==> config.mk <==
export PLATFORM = sky130hd
export DESIGN_NAME = pipe_hazard_ctrl
export DESIGN_NICKNAME = d
export VERILOG_FILES = /design/src/rtl/cpu_ctrl_pkg.sv /design/src/rtl/load_use_detect.sv /design/src/rtl/pipe_hazard_ctrl.sv
export SDC_FILE = /design/constraint.sdc
export NUM_CORES = 1
export LEC_CHECK = 0
export ABC_AREA = 1
export CAP_MARGIN = 25
export CORE_ASPECT_RATIO = 1.75
export CORE_UTILIZATION = 42
export CTS_CLUSTER_DIAMETER = 200
export DETAILED_ROUTE_END_ITERATION = 16
export HOLD_SLACK_MARGIN = 0.12
export PLACE_DENSITY = 0.8
export SLEW_MARGIN = 20
export SYNTH_ARGS = -nofsm -noshare
export SYNTH_HDL_FRONTEND = slang
export SYNTH_SLANG_ARGS = --single-unit
==> constraint.sdc <==
create_clock -name clk -period 2.67 [get_ports clk]
set_clock_uncertainty 0.15 [all_clocks]
set_input_delay 0.801 -clock clk [delete_from_list [all_inputs] [get_ports clk]]
set_output_delay 0.801 -clock clk [all_outputs]
set_load 0.05 [all_outputs]
==> src/rtl/cpu_ctrl_pkg.sv <==
// Shared encodings for the pipeline control unit: md_op codes and the
// hazard controller FSM states.
package cpu_ctrl_pkg;

    // md_op codes carried down the pipe with each instruction
    localparam logic [3:0] MD_NONE  = 4'd0;
    localparam logic [3:0] MD_MULT  = 4'd1;
    localparam logic [3:0] MD_MULTU = 4'd2;
    localparam logic [3:0] MD_DIV   = 4'd3;
    localparam logic [3:0] MD_DIVU  = 4'd4;
    localparam logic [3:0] MD_MFHI  = 4'd5;
    localparam logic [3:0] MD_MFLO  = 4'd6;
    localparam logic [3:0] MD_MTHI  = 4'd7;
    localparam logic [3:0] MD_MTLO  = 4'd8;

    // hazard controller states
    localparam logic [1:0] ST_RUN       = 2'd0;
    localparam logic [1:0] ST_MD_BUSY   = 2'd1;
    localparam logic [1:0] ST_MD_DONE   = 2'd2;
    localparam logic [1:0] ST_EXC_DRAIN = 2'd3;

    // ops that occupy EX for several cycles
    function automatic logic is_md_multi(input logic [3:0] op);
        return (op == MD_MULT) || (op == MD_MULTU) ||
               (op == MD_DIV)  || (op == MD_DIVU);
    endfunction

    // ops with the divider latency
    function automatic logic is_md_div(input logic [3:0] op);
        return (op == MD_DIV) || (op == MD_DIVU);
    endfunction

endpackage

==> src/rtl/load_use_detect.sv <==
// Combinational load-use compare: the instruction in EX produces its GPR
// result late (load or mfc0) and the instruction in ID reads it.
module load_use_detect
    import cpu_ctrl_pkg::*;
(
    input  logic       ex_mem_r_i,
    input  logic       ex_mfc0_i,
    input  logic       ex_reg_w_i,
    input  logic [4:0] ex_dst_addr_i,
    input  logic [4:0] id_rs_addr_i,
    input  logic [4:0] id_rt_addr_i,
    input  logic       id_rs_used_i,
    input  logic       id_rt_used_i,
    output logic       hazard_o
);

    logic late_wr;
    logic rs_hit;
    logic rt_hit;

    // $zero writes never create a dependency
    always_comb begin
        late_wr  = (ex_mem_r_i | ex_mfc0_i) & ex_reg_w_i & (ex_dst_addr_i != 5'd0);
        rs_hit   = id_rs_used_i & (id_rs_addr_i == ex_dst_addr_i);
        rt_hit   = id_rt_used_i & (id_rt_addr_i == ex_dst_addr_i);
        hazard_o = late_wr & (rs_hit | rt_hit);
    end

endmodule

==> src/rtl/pipe_hazard_ctrl.sv <==
// Central stall/flush generator for the 5-stage pipeline. Tracks mult/div
// occupancy of EX and the one-cycle post-exception drain; everything else
// (load-use, bus waits, exception accept) is decided combinationally.
module pipe_hazard_ctrl
    import cpu_ctrl_pkg::*;
#(
    parameter int MUL_LAT = 3,
    parameter int DIV_LAT = 33,
    parameter int CNT_W   = 6
) (
    input  logic       clk,
    input  logic       resetn,
    input  logic       if_stall_req,
    input  logic       mem_stall_req,
    input  logic [4:0] id_rs_addr,
    input  logic [4:0] id_rt_addr,
    input  logic       id_rs_used,
    input  logic       id_rt_used,
    input  logic       ex_mem_r,
    input  logic       ex_mfc0,
    input  logic       ex_reg_w,
    input  logic [4:0] ex_dst_addr,
    input  logic [3:0] ex_md_op,
    input  logic       mem_exc_valid,
    output logic       if_stall,
    output logic       ifid_stall,
    output logic       idex_stall,
    output logic       exmem_stall,
    output logic       memwb_stall,
    output logic       ifid_flush,
    output logic       idex_flush,
    output logic       exmem_flush,
    output logic       memwb_flush,
    output logic       pc_redirect,
    output logic       md_busy,
    output logic       md_done
);

    // Counter preload: the start cycle is the first busy cycle, so MD_BUSY
    // runs while cnt walks LAT-2 .. 1 and leaves for MD_DONE as it hits 0.
    localparam logic [CNT_W-1:0] MUL_CNT0 = CNT_W'(MUL_LAT - 2);
    localparam logic [CNT_W-1:0] DIV_CNT0 = CNT_W'(DIV_LAT - 2);

    logic [1:0]       state_q, state_d;
    logic [CNT_W-1:0] cnt_q, cnt_d;
    logic             lu_hazard;
    logic             exc_take;
    logic             md_start;
    logic             md_hold;
    logic [CNT_W-1:0] cnt_init;

    load_use_detect u_lu (
        .ex_mem_r_i    (ex_mem_r),
        .ex_mfc0_i     (ex_mfc0),
        .ex_reg_w_i    (ex_reg_w),
        .ex_dst_addr_i (ex_dst_addr),
        .id_rs_addr_i  (id_rs_addr),
        .id_rt_addr_i  (id_rt_addr),
        .id_rs_used_i  (id_rs_used),
        .id_rt_used_i  (id_rt_used),
        .hazard_o      (lu_hazard)
    );

    // Event decode: an exception waits for the data bus to finish
    always_comb begin
        exc_take = mem_exc_valid & ~mem_stall_req;
        md_start = (state_q == ST_RUN) & is_md_multi(ex_md_op) & ~mem_exc_valid & ~mem_stall_req;
        md_hold  = md_start | (state_q == ST_MD_BUSY);
        cnt_init = is_md_div(ex_md_op) ? DIV_CNT0 : MUL_CNT0;
    end

    // Next-state: exception > frozen by mem stall > mult/div sequencing
    always_comb begin
        state_d = state_q;
        cnt_d   = cnt_q;
        if (exc_take) begin
            state_d = ST_EXC_DRAIN;
            cnt_d   = '0;
        end else if (!mem_stall_req) begin
            case (state_q)
                ST_RUN: begin
                    if (md_start) begin
                        cnt_d   = cnt_init;
                        state_d = (cnt_init == '0) ? ST_MD_DONE : ST_MD_BUSY;
                    end
                end
                ST_MD_BUSY: begin
                    cnt_d = cnt_q - 1'b1;
                    if (cnt_q <= CNT_W'(1)) state_d = ST_MD_DONE;
                end
                default: state_d = ST_RUN;
            endcase
        end
    end

    // State registers
    always_ff @(posedge clk or negedge resetn) begin
        if (!resetn) begin
            state_q <= ST_RUN;
            cnt_q   <= '0;
        end else begin
            state_q <= state_d;
            cnt_q   <= cnt_d;
        end
    end

    // Output decode in priority order; a flush is never raised with its own stall
    always_comb begin
        if_stall    = 1'b0;
        ifid_stall  = 1'b0;
        idex_stall  = 1'b0;
        exmem_stall = 1'b0;
        memwb_stall = 1'b0;
        ifid_flush  = 1'b0;
        idex_flush  = 1'b0;
        exmem_flush = 1'b0;
        memwb_flush = 1'b0;
        pc_redirect = 1'b0;
        md_busy     = 1'b0;
        md_done     = 1'b0;
        if (!resetn) begin
            ifid_flush  = 1'b1;
            idex_flush  = 1'b1;
            exmem_flush = 1'b1;
            memwb_flush = 1'b1;
        end else if (exc_take) begin
            ifid_flush  = 1'b1;
            idex_flush  = 1'b1;
            exmem_flush = 1'b1;
            memwb_flush = 1'b1;
            pc_redirect = 1'b1;
        end else begin
            // occupancy flags follow the state even while frozen
            md_busy = md_hold;
            md_done = (state_q == ST_MD_DONE);
            if (mem_stall_req) begin
                if_stall    = 1'b1;
                ifid_stall  = 1'b1;
                idex_stall  = 1'b1;
                exmem_stall = 1'b1;
                memwb_flush = 1'b1;
            end else if (md_hold) begin
                if_stall    = 1'b1;
                ifid_stall  = 1'b1;
                idex_stall  = 1'b1;
                exmem_flush = 1'b1;
            end else if (lu_hazard && (state_q == ST_RUN || state_q == ST_EXC_DRAIN)) begin
                if_stall    = 1'b1;
                ifid_stall  = 1'b1;
                idex_flush  = 1'b1;
            end else if (if_stall_req) begin
                if_stall    = 1'b1;
                ifid_flush  = 1'b1;
            end
            // drop the wrong-path fetch after a redirect
            if (state_q == ST_EXC_DRAIN && !ifid_stall) ifid_flush = 1'b1;
        end
    end

endmodule
==> impl_summary.md <==
Status
The run finished, with violations left. The final reports fail on setup timing.

Worst setup path
Of all nets on the critical path, the largest fanout is 3. Measured in cells, the most critical reg-to-reg path has a length of 11. The kind of end point of the critical path is an output pin. The worst reg2reg path startpoint is state_q[1].

For the worst setup path, the data required time is 1.72 ns. Data on the critical path arrives at its endpoint at 1.79 ns. STA classifies the critical path startpoint as an input pin. The register-to-register setup slack is 0.68 ns. The category of the most critical setup path is input pin to output pin. In this run the critical register-to-register path is captured at cnt_q[0].

Detailed routing
Wires add up to 3977 um. In the routed layout, each cell is associated on average with a via count of 5.552. The iteration count of the initial detailed-routing pass is 4.

The final routed DRC violation total is 0. Dividing the detail-routed wire length by the instance count gives 15.78 um. The number of antenna-violating nets in the routed design is 0.

After the first detailed-routing iteration, the DRC count stood at 79. The total via count after detailed routing is 1399.

Final layout
The finished layout holds 252 standard cells, fillers aside. The share of final-layout standard cells stronger than drive strength 1 is 0.5263. The net count of the finished layout is 265. After filler insertion, the fill cell instance count of the layout stands at 115. The total area of sequential cells is 200.2 um^2. Measured on the finished design, the core utilization comes to 0.8566. The area used by multi-input combinational logic is 842.1 um^2.

The growth of design area from synthesis to finish is 89.43%. The number of antenna diodes in the final layout is 0.

Clock tree
Clock latency on the worst-skew pair, taken at its later pin, is 0.28 ns. Clock-pin slew was measured on the worst setup and hold paths at 0.07 ns. The library cell used as clock root buffer is sky130_fd_sc_hd__clkbuf_4.

CTS built an H-tree with a depth of 1. The number of clock buffers added by TritonCTS is 3. The number of hold-repair buffers added at the cts stage is 0. The number of buffers on the longest clock path is 2. The TritonCTS clock tree is built.

The TritonCTS sink count is 8.

Power and ir drop
The total power density per cell area is 703.6 nW/um^2. The total leakage power is 0.9462 nW. The design draws 1.277 mW.

VDD sags by at most 405.3 uV.

Synthesis
The share of the Yosys chip area taken by registers is 0.2089. The number of different library cells used by synthesis comes to 23. Summing every instance area after synthesis gives 958.4 um^2.

The number of standard cells after synthesis is 169. Of the post-synthesis cell area, the dominant cell type holds 0.2154. The proportion of synthesized flip-flops having asynchronous set or reset is 1.000. The mean post-synth cell area is 5.671 um^2. For this run, the leading register cell type out of synthesis is sky130_fd_sc_hd__dfrtp_1. By area the synthesized netlist is led by sky130_fd_sc_hd__nand2_1 (22%), sky130_fd_sc_hd__dfrtp_1 (21%), sky130_fd_sc_hd__inv_1 (12%).

The number of enable-type register cells in the synthesized netlist is 0. Yosys printed 0 warnings. Yosys instantiated no cell more often than sky130_fd_sc_hd__nand2_1. The largest total area in the synthesized netlist belongs to sky130_fd_sc_hd__nand2_1. In this run, synthesis produced a sequential element count of 8.

After synthesis, the most frequently instantiated cells are sky130_fd_sc_hd__nand2_1 (55), sky130_fd_sc_hd__inv_1 (30), sky130_fd_sc_hd__nor2_1 (21). Counting every net in the synthesized netlist gives 204.

STA
In the final timing run, aggregate negative setup slack is -0.2409 ns. The final setup slack of the worst path is -0.07425 ns. The final critical-path required period is 2.744 ns. The final cycle utilization of the critical path is 1.028.

The final-report max-slew violation count is 0. The count of endpoints failing setup in the final report is 5. Setup repair after global routing could not meet its margin everywhere. The number of hold-slack violations in the final timing report is 0. The fmax is 0.3644 GHz.

Job
The number of max-cap violations is 0.

Floorplanning
The y dimension of the die is 65.20 um. The number of rows in the core area is 22. The count of pins on the block boundary is 41. For this configuration, the core starts out at a cell density of 0.4522. The die span in x is 38.11 um.

The placeable core region is 2120 um^2. The floorplan step defined a die boundary enclosing 2485 um^2.

Hold path
In this run the worst hold path is classified as input pin to asynchronous set/reset pin.

Placed design
Input and output buffers added on the ports amount to 39. The HPWL after detailed placement is 2440 um. The congestion estimate from routability-driven global placement came to 0.8128. The number of cells in the design after placement is 243.

GRT
In the global route stage, overall resource usage came out at 0.3236. The wire length of the first global-routing pass is 5796 um. The number of global-route vias before repair was 1456.

The total congestion overflow after global routing is 0. The initial antenna violation count is 0. The largest net degree at the start of global routing is 11.
==> worst max-delay path by stage <==
stage	start	to	cells past startpoint
2_1_floorplan	ex_md_op[1]	ifid_flush	7
3_3_place_gp	ex_dst_addr[1]	ifid_flush	11
3_5_place_dp	ex_dst_addr[1]	ifid_flush	11
4_1_cts	ex_dst_addr[1]	idex_flush	10
5_1_grt	id_rt_addr[3]	ifid_flush	11
6_report	ex_dst_addr[1]	ifid_flush	11
==> power by group <==
part	leakage, nW	switching [mW]	total (mW)	internal [mW]
clock network	0.0138	0.0518	0.104	0.0520
logic	0.829	0.565	0.962	0.397
registers	0.103	0.0379	0.212	0.174
==> placed cells by master (no fill, tap or decap) <==
master	synthesis	final
sky130_fd_sc_hd__nand2_1	55	42
sky130_fd_sc_hd__inv_1	30	16
sky130_fd_sc_hd__buf_4	1	15
sky130_fd_sc_hd__inv_2	2	13
sky130_fd_sc_hd__buf_6	0	13
sky130_fd_sc_hd__o21ai_0	12	10
sky130_fd_sc_hd__buf_2	0	10
sky130_fd_sc_hd__nand3_1	15	9
sky130_fd_sc_hd__nand2_2	0	9
sky130_fd_sc_hd__buf_12	0	9
sky130_fd_sc_hd__nor2_2	1	8
sky130_fd_sc_hd__nor2_1	21	8
sky130_fd_sc_hd__dfrtp_1	8	8
sky130_fd_sc_hd__nor2_4	1	7
sky130_fd_sc_hd__nand3_2	0	4
sky130_fd_sc_hd__nand2_4	0	4
sky130_fd_sc_hd__ha_1	6	4
sky130_fd_sc_hd__clkbuf_2	0	4
sky130_fd_sc_hd__o21ai_2	2	3
sky130_fd_sc_hd__inv_4	1	3
sky130_fd_sc_hd__a21oi_1	4	3
sky130_fd_sc_hd__clkbuf_4	0	3
sky130_fd_sc_hd__buf_8	0	3
sky130_fd_sc_hd__nand3_4	0	2
sky130_fd_sc_hd__nand4_1	2	2
sky130_fd_sc_hd__a21oi_4	1	2
sky130_fd_sc_hd__clkdlybuf4s15_1	0	2
sky130_fd_sc_hd__nor3_4	0	1
sky130_fd_sc_hd__inv_6	0	1
sky130_fd_sc_hd__nor3b_2	0	1
sky130_fd_sc_hd__o21ai_1	1	1
sky130_fd_sc_hd__o21ai_4	0	1
sky130_fd_sc_hd__nor3_2	1	1
sky130_fd_sc_hd__or2_2	1	1
sky130_fd_sc_hd__o211ai_1	1	1
sky130_fd_sc_hd__ha_4	0	1
sky130_fd_sc_hd__ha_2	0	1
sky130_fd_sc_hd__conb_1	1	1
sky130_fd_sc_hd__clkdlybuf4s50_1	0	1
==> area by class of cell <==
cell class,instances,share of cell area
Multi-Input combinational cell,127,0.4638
Timing Repair Buffer,57,0.3218
Sequential cell,8,0.1103
Inverter,33,0.07512
Tap cell,24,0.01654
Clock buffer,3,0.01241
==> metrics by stage <==
step / instance area, um^2 / hold slack (ns) / setup WS, ns
3_5_place_dp: 1564 / 0.3629 / -0.6037
3_3_place_gp: 1564 / 0.3432 / -0.5419
5_1_grt: 1815 / 0.3799 / -0.1167
6_report: 1815 / 0.3384 / -0.07425
2_1_floorplan: 975.9 / 0.3269 / -0.2284
4_1_cts: 1685 / 0.3800 / -0.04041
==> worst max-delay path, cell delays in order <==
cell and delay [ns]:
sky130_fd_sc_hd__buf_8 0.08, sky130_fd_sc_hd__inv_4 0.03, sky130_fd_sc_hd__nand2_2 0.05, sky130_fd_sc_hd__nand2_1 0.08, sky130_fd_sc_hd__nor2_4 0.12, sky130_fd_sc_hd__nand3_2 0.13, sky130_fd_sc_hd__nand2_4 0.11, sky130_fd_sc_hd__nand3_4 0.10
sky130_fd_sc_hd__nand2_4 0.10, sky130_fd_sc_hd__nor2_4 0.04, sky130_fd_sc_hd__buf_8 0.14
==> per-layer routing <==
layer,share of wire,GRT usage,wire length (um),up-vias
li1,-,-,-,640
met1,0.33,0.2890,1307,638
met2,0.55,0.6102,2177,96
met3,0.056,0.02365,221,25
met4,0.068,0.2411,271,0
met5,0,0,0,-
==> logic make-up after synthesis <==
family | count (synthesis) | synth area share
AO/OA/AOI/OAI | 21 | 0.1319
buffers and inverters | 34 | 0.1397
AND/OR/NAND/NOR | 99 | 0.4373
other | 1 | 0.003913
adder cells (fa/ha/maj) | 6 | 0.07833
flip-flops | 8 | 0.2089
==> sequential cells by signal, indices dropped and copies added (netlist names) <==
name,flops
cnt_q,6
state_q,2
==> what timing repair did <==
item / CTS / global route
pin swaps: 41 / 30
buffers inserted: 4 / 2
gates resized for setup: 139 / 53
endpoints found under the setup margin: 11 / 9
No activity file was read; power rests on OpenSTA's default activity.
